--- src/rtl/adder_pkg.sv ---
// Shared constants, saturation helpers and the stage payload carried down the
// pipelined wide adder.
package adder_pkg;

   localparam int DEF_WIDTH = 16;
   localparam int DEF_CHUNK = 4;
   // Payload fields are sized for the widest supported operand.
   localparam int MAX_WIDTH = 64;

   function automatic logic [MAX_WIDTH-1:0] sat_max(input int width);
      logic [MAX_WIDTH-1:0] m;
      m = '0;
      for (int i = 0; i < MAX_WIDTH; i++)
         if (i < width - 1) m[i] = 1'b1;
      return m;
   endfunction

   function automatic logic [MAX_WIDTH-1:0] sat_min(input int width);
      logic [MAX_WIDTH-1:0] m;
      m = '0;
      for (int i = 0; i < MAX_WIDTH; i++)
         if (i == width - 1) m[i] = 1'b1;
      return m;
   endfunction

   typedef struct packed {
      logic                 vld;
      logic                 sat;
      logic                 sa;
      logic                 sb;
      logic                 cy;
      logic [MAX_WIDTH-1:0] psum;
      logic [MAX_WIDTH-1:0] ua;
      logic [MAX_WIDTH-1:0] ub;
   } stage_t;

endpackage

--- src/rtl/adder_chunk.sv ---
// Combinational CHUNK-bit add with carry in and carry out.
module adder_chunk
   import adder_pkg::*;
#(
   parameter int CHUNK = DEF_CHUNK
) (
   input  logic [CHUNK-1:0] a,
   input  logic [CHUNK-1:0] b,
   input  logic             cin,
   output logic [CHUNK-1:0] sum,
   output logic             cout
);

   assign {cout, sum} = {1'b0, a} + {1'b0, b} + {{CHUNK{1'b0}}, cin};

endmodule

--- src/rtl/adder_pipe.sv ---
// Pipelined WIDTH-bit adder, one CHUNK-bit carry segment per stage, with a
// global stall and optional signed saturation applied ahead of the output register.
module adder_pipe
   import adder_pkg::*;
#(
   parameter int WIDTH = DEF_WIDTH,
   parameter int CHUNK = DEF_CHUNK
) (
   input  logic             clk,
   input  logic             rst,
   input  logic             in_valid,
   output logic             in_ready,
   input  logic [WIDTH-1:0] a,
   input  logic [WIDTH-1:0] b,
   input  logic             cin,
   input  logic             sat,
   output logic             out_valid,
   input  logic             out_ready,
   output logic [WIDTH-1:0] sum,
   output logic             cout,
   output logic             overflow
);

   localparam int STAGES = WIDTH / CHUNK;
   localparam logic [MAX_WIDTH-1:0] SMAX = sat_max(WIDTH);
   localparam logic [MAX_WIDTH-1:0] SMIN = sat_min(WIDTH);

   // stg_q[STAGES-1] doubles as the output register.
   stage_t stg_q [STAGES];
   logic   ovf_q;
   logic   advance;

   assign out_valid = stg_q[STAGES-1].vld;
   assign advance   = !out_valid || out_ready;
   assign in_ready  = advance;
   assign sum       = stg_q[STAGES-1].psum[WIDTH-1:0];
   assign cout      = stg_q[STAGES-1].cy;
   assign overflow  = ovf_q;

   for (genvar k = 0; k < STAGES; k++) begin : g_stage
      stage_t           src;
      stage_t           nxt;
      logic [CHUNK-1:0] csum;
      logic             cout_c;

      if (k == 0) begin : g_src_in
         always_comb begin
            src     = '0;
            src.vld = in_valid;
            src.sat = sat;
            src.sa  = a[WIDTH-1];
            src.sb  = b[WIDTH-1];
            src.cy  = cin;
            src.ua  = MAX_WIDTH'(a);
            src.ub  = MAX_WIDTH'(b);
         end
      end else begin : g_src_stg
         assign src = stg_q[k-1];
      end

      adder_chunk #(.CHUNK(CHUNK)) u_chunk (
         .a    (src.ua[CHUNK-1:0]),
         .b    (src.ub[CHUNK-1:0]),
         .cin  (src.cy),
         .sum  (csum),
         .cout (cout_c)
      );

      // Operands shift down so the next chunk to add always sits at bit 0.
      always_comb begin
         nxt                        = src;
         nxt.ua                     = src.ua >> CHUNK;
         nxt.ub                     = src.ub >> CHUNK;
         nxt.cy                     = cout_c;
         nxt.psum[k*CHUNK +: CHUNK] = csum;
      end

      if (k == STAGES - 1) begin : g_last
         logic ovf;
         assign ovf = (src.sa == src.sb) && (nxt.psum[WIDTH-1] != src.sa);

         always_ff @(posedge clk) begin
            if (rst) begin
               stg_q[k] <= '0;
               ovf_q    <= 1'b0;
            end else if (advance) begin
               if (src.vld) begin
                  stg_q[k] <= nxt;
                  ovf_q    <= ovf;
                  if (src.sat && ovf)
                     stg_q[k].psum <= src.sa ? SMIN : SMAX;
               end else begin
                  stg_q[k].vld <= 1'b0;
               end
            end
         end
      end else begin : g_mid
         always_ff @(posedge clk) begin
            if (rst) begin
               stg_q[k] <= '0;
            end else if (advance) begin
               if (src.vld)
                  stg_q[k] <= nxt;
               else
                  stg_q[k].vld <= 1'b0;
            end
         end
      end
   end

endmodule

--- config.mk ---
export PLATFORM = sky130hd
export DESIGN_NAME = adder_pipe
export DESIGN_NICKNAME = d
export VERILOG_FILES = /design/src/rtl/adder_pkg.sv /design/src/rtl/adder_chunk.sv /design/src/rtl/adder_pipe.sv
export SDC_FILE = /design/constraint.sdc
export NUM_CORES = 1
export LEC_CHECK = 0
export BUFFER_PORTS_ARGS = -buffer_cell sky130_fd_sc_hd__buf_2
export CORE_MARGIN = 1
export CORE_UTILIZATION = 34
export DETAILED_ROUTE_END_ITERATION = 6
export SYNTH_ARGS = -nofsm -noshare
export SYNTH_HDL_FRONTEND = slang
export SYNTH_HIERARCHICAL = 1
export SYNTH_SLANG_ARGS = --single-unit
--- constraint.sdc ---
create_clock -name clk -period 2.7 [get_ports clk]
set_input_delay 0 -clock clk [delete_from_list [all_inputs] [get_ports clk]]
set_output_delay 0 -clock clk [all_outputs]
set_load 0.01 [all_outputs]
Word-level counts from Yosys, hierarchy flattened. Memory sizes are Yosys's and may differ from the RTL's. Cells that the tools add are included.

Multiply operators: 0. $add $sub $neg: 8. Reductions and logical operators: 5. Shift-type cells: 0. Eq/ne operators: 2. Div/mod/pow operators: 0. Bitwise gates (word level): 9. Multiplexer cells: 49. Magnitude comparators: 0.

Operators by type and width (number): two-way mux 189 bit (4); two-way mux 64 bit (1); two-way mux 1 bit (43); adder 4 x 4 -> 5 bit (4); adder 5 x 1 -> 5 bit (4); two-way mux 16 bit (1); bitwise OR 1 bit (9); logical AND 1 bit (2); AND reduction 2 bit (1); == test 1 bit (1); logical NOT 1 bit (1); logical OR 1 bit (1); inequality test 1 bit (1).

Memories kept: 1. Register bits after elaboration: 1. Latch bits: 0. Input port bits: 38. Logic and storage cells: 75. Output and inout bits: 20. Bits in writable memories: 756. ROM bits: 0.

Memory list: stg_q (words 4, bits a word 189, rd ports 4, clocked after memory_dff 0, write ports 4, RTL line adder_pipe.sv:29) `stage_t stg_q [STAGES];`.

Depth between registers and ports, before layout. An unclocked memory read counts as a cell.

Word-level depth: 12. Mapped depth: 9.

By module. The synthesis kept the hierarchy.

By module, submodules not included: adder_pipe (times used 1, cells an instance 251, sequential area each 2992.9 sq um, area each 3965.1 sq um); adder_chunk (times used 4, cells an instance 16, sequential area each 0.0 sq um, area each 143.9 sq um).

Least setup slack after synthesis. OpenSTA, ideal clock, no wires.

Path kind: register to register. From: memory stg_q[1][60] (netlist name). To: memory stg_q[1][323] (netlist name), data pin. Data required time: 2.554 ns. Setup slack: 0.529 ns. Library setup time: 0.146 ns. Data arrival time: 2.025 ns. Stages on the path, launching flop included: 10. Cells stage by stage: edfxtp_1 fa_1 a21o_1 a21oi_2 xnor2_1 and3b_1 clkbuf_1 buf_4 nor2_1 o2bb2ai_1.

RTL lines (RTL line): start, declared (adder_pipe.sv:29).

==> impl_metrics.toml <==
[timing]
drv_slew = 0
max_freq_mhz = 425.9
skew_ns = 0.005175
fin_crit_ns = 2.348
min_period_over_period_pct = 86.95
finalHoldViolations = 0
worst_slew_pin_slew_ns = 0.9688
rsz0062_at_grt = "false"
finalSetupViolCount = 0
relSlewSlack_pct = 35.42
setup_tns_ns = 0

[clock_tree]
hold_buffers = 25
cts_buffers = 9
cts.repair.resized = 0
clk_pin_slew_worst_paths_ns = 0.07
cts_tree = "done"
post-cts-setup-buffers = 0
htree_levels = 3
insertion_delay_ns = 0.34
cts_buffer_depth = 2
cts-root-buf = "clkbuf_16"
clock_sinks = 100

[global_routing]
grt_max_degree = 32
grt_pass1_wl_mm = 11.26
grt_use_total_pct = 10.19
grt_pass1_vias = 2499
antenna_found_initial = 0
grt_overflow = 0

[synth]
ys_top_cells_by_count = "edfxtp_1, and2_1, inv_1"
synth_area_leaders = "edfxtp_1, and2_1, fa_1"
netlist.top_cell.by_area = "edfxtp_1"
ys_seq_area_share_pct = 65.91
synth_cells = 315
ys_warn_count = 6
synth_top_area_share_pct = 65.47
synth_edf_count = 99
syn-num-nets = 373
synth-main-ff-cell = "edfxtp_1"
syn_avg_cell_area_um2 = 14.41
syn-cell-area_um2 = 4541
synthDistinctLibCells = 29
synth_seq_cells = 100
synth_most_common_cell = "edfxtp_1"
ys_async_sr_fraction_pct = 0

[route]
drc = 0
ant_nets = 0
first_pass_iters = 4
post_drt_wl_per_cell_um = 11.00
drt_wl_total_mm = 6.347
vias = 2438
drtIter0Drc = 62
viasPerCell = 4.225

[final_layout]
multi_input_area_um2 = 1409
seqCellArea_um2 = 2993
fin_area_um2 = 5523
fin_util_pct = 43.06
fill_cells = 1210
layout.nets = 458
layout-drive-gt1-share_pct = 20.74
antenna_cells = 0
area_growth_pct = 21.63

[place]
port-buffer-count = 57
place.gp.congestion = 0.7317
placed_cell_area_um2 = 5004
dpl.hpwl_mm = 4.435

[worst_setup_path]
cp.arrival_ns = 2.52
endpoint_kind = "flip-flop"
critical_path.max_fanout = 15
worstPathRequired_ns = 2.87
critPathKind = "reg2reg"
startpoint_type = "flip-flop"

[power]
leakagePower_uw = 0.002254
powerDensity_nw_per_um2 = 600.4
vdd_drop_max_v = 0.0002643

[die]
die_height_um = 117.6
start_util_pct = 35.40
ios = 58
dieArea_um2 = 13820
std_cell_rows = 41
core_area_um2 = 12820
die_w_um = 117.6

[run_status]
outcome = "complete, no violations"

[worst_hold_path]
hold_class = "in2reg"

[run]
max_cap_violations = 0
cell type report:
| class | instances | area share [%] |
|---|---|---|
| tap | 172 | 3.897 |
| clock inverter | 6 | 0.7250 |
| timing repair buffer | 86 | 10.24 |
| inverter | 19 | 1.291 |
| multi-input combinational | 184 | 25.51 |
| sequential | 100 | 54.19 |
| clock buffer | 10 | 4.146 |
cells by family (layout without fill, tap and decap cells):
logic type	Yosys count	count (layout)	synth area share, %
AND/OR/NAND/NOR	118	118	16.06
buffers and inverters	31	121	3.058
adder cells (fa/ha/maj)	20	20	6.834
AO/OA/AOI/OAI	38	38	6.586
flip-flops	100	100	65.91
XOR/XNOR	8	8	1.543
worst paths after layout:
kind                                    from             to  cells after the start  slack (ns)
worst min register to register      overflow       overflow                      2        0.44
worst max register to register  stg_q[1][60]  stg_q[1][319]                      7        0.35
worst min-delay path               out_ready  stg_q[1][377]                      3        0.03
worst max-delay path            stg_q[1][60]  stg_q[1][319]                      7        0.35
metal layers:
| layer | GRT usage, % | vias up | routed length (µm) |
|---|---|---|---|
| li1 | - | 1267 | - |
| met1 | 12.46 | 1101 | 2995 |
| met2 | 16.42 | 58 | 2920 |
| met3 | 2.132 | 12 | 267 |
| met4 | 6.490 | 0 | 164 |
| met5 | 0 | - | 0 |
critical path, cell delays in order (launching register included):
cell,delay (ns)
edfxtp_1,0.39
fa_1,0.45
a21o_1,0.18
a21oi_2,0.14
xnor2_1,0.23
and3b_1,0.54
nor2_1,0.08
o2bb2ai_1,0.16
cell usage in the layout, fill, tap and decap left out, types with 2 or more instances in the layout:
cell | synthesis | layout
a21oi_2 | 4 | 4
clkinv_2 | 0 | 2
clkinv_4 | 0 | 2
nor2b_1 | 5 | 5
xnor2_1 | 8 | 8
nand2_1 | 3 | 3
buf_4 | 2 | 4
clkbuf_16 | 0 | 9
o2bb2ai_1 | 16 | 16
ha_1 | 12 | 12
edfxtp_1 | 99 | 99
nand2b_1 | 9 | 9
nor3b_2 | 2 | 2
buf_2 | 6 | 57
and2_1 | 79 | 79
o21ai_0 | 5 | 5
nor2_1 | 15 | 15
fa_1 | 8 | 8
inv_1 | 18 | 18
a21o_1 | 10 | 10
dlygate4sd3_1 | 0 | 25
power by group:
group	leakage, µW	total, µW	switching [µW]	internal (µW)
logic	0.00105	310	158	152
registers	0.00107	1850	32.5	1820
clock network	0.000134	1160	532	625
total	0.00225	3320	723	2590
per-stage QoR:
stage | setup WS (ns) | total power [µW] | hold slack [ns] | instances
floorplan | 0.5289 | 2077 | 0.1670 | 315
global placement | 0.4429 | 2163 | 0.2776 | 536
detailed placement | 0.3392 | 2173 | 0.2781 | 536
CTS | 0.3212 | 3371 | 0.02427 | 577
global route | 0.1358 | 3475 | 0.04152 | 577
finish | 0.3522 | 3316 | 0.03244 | 577
flip-flops by register name (all words and copies together) (netlist names):
name	cells
stg_q	99
overflow	1
Note: power is estimated with default switching activity, not from simulation.
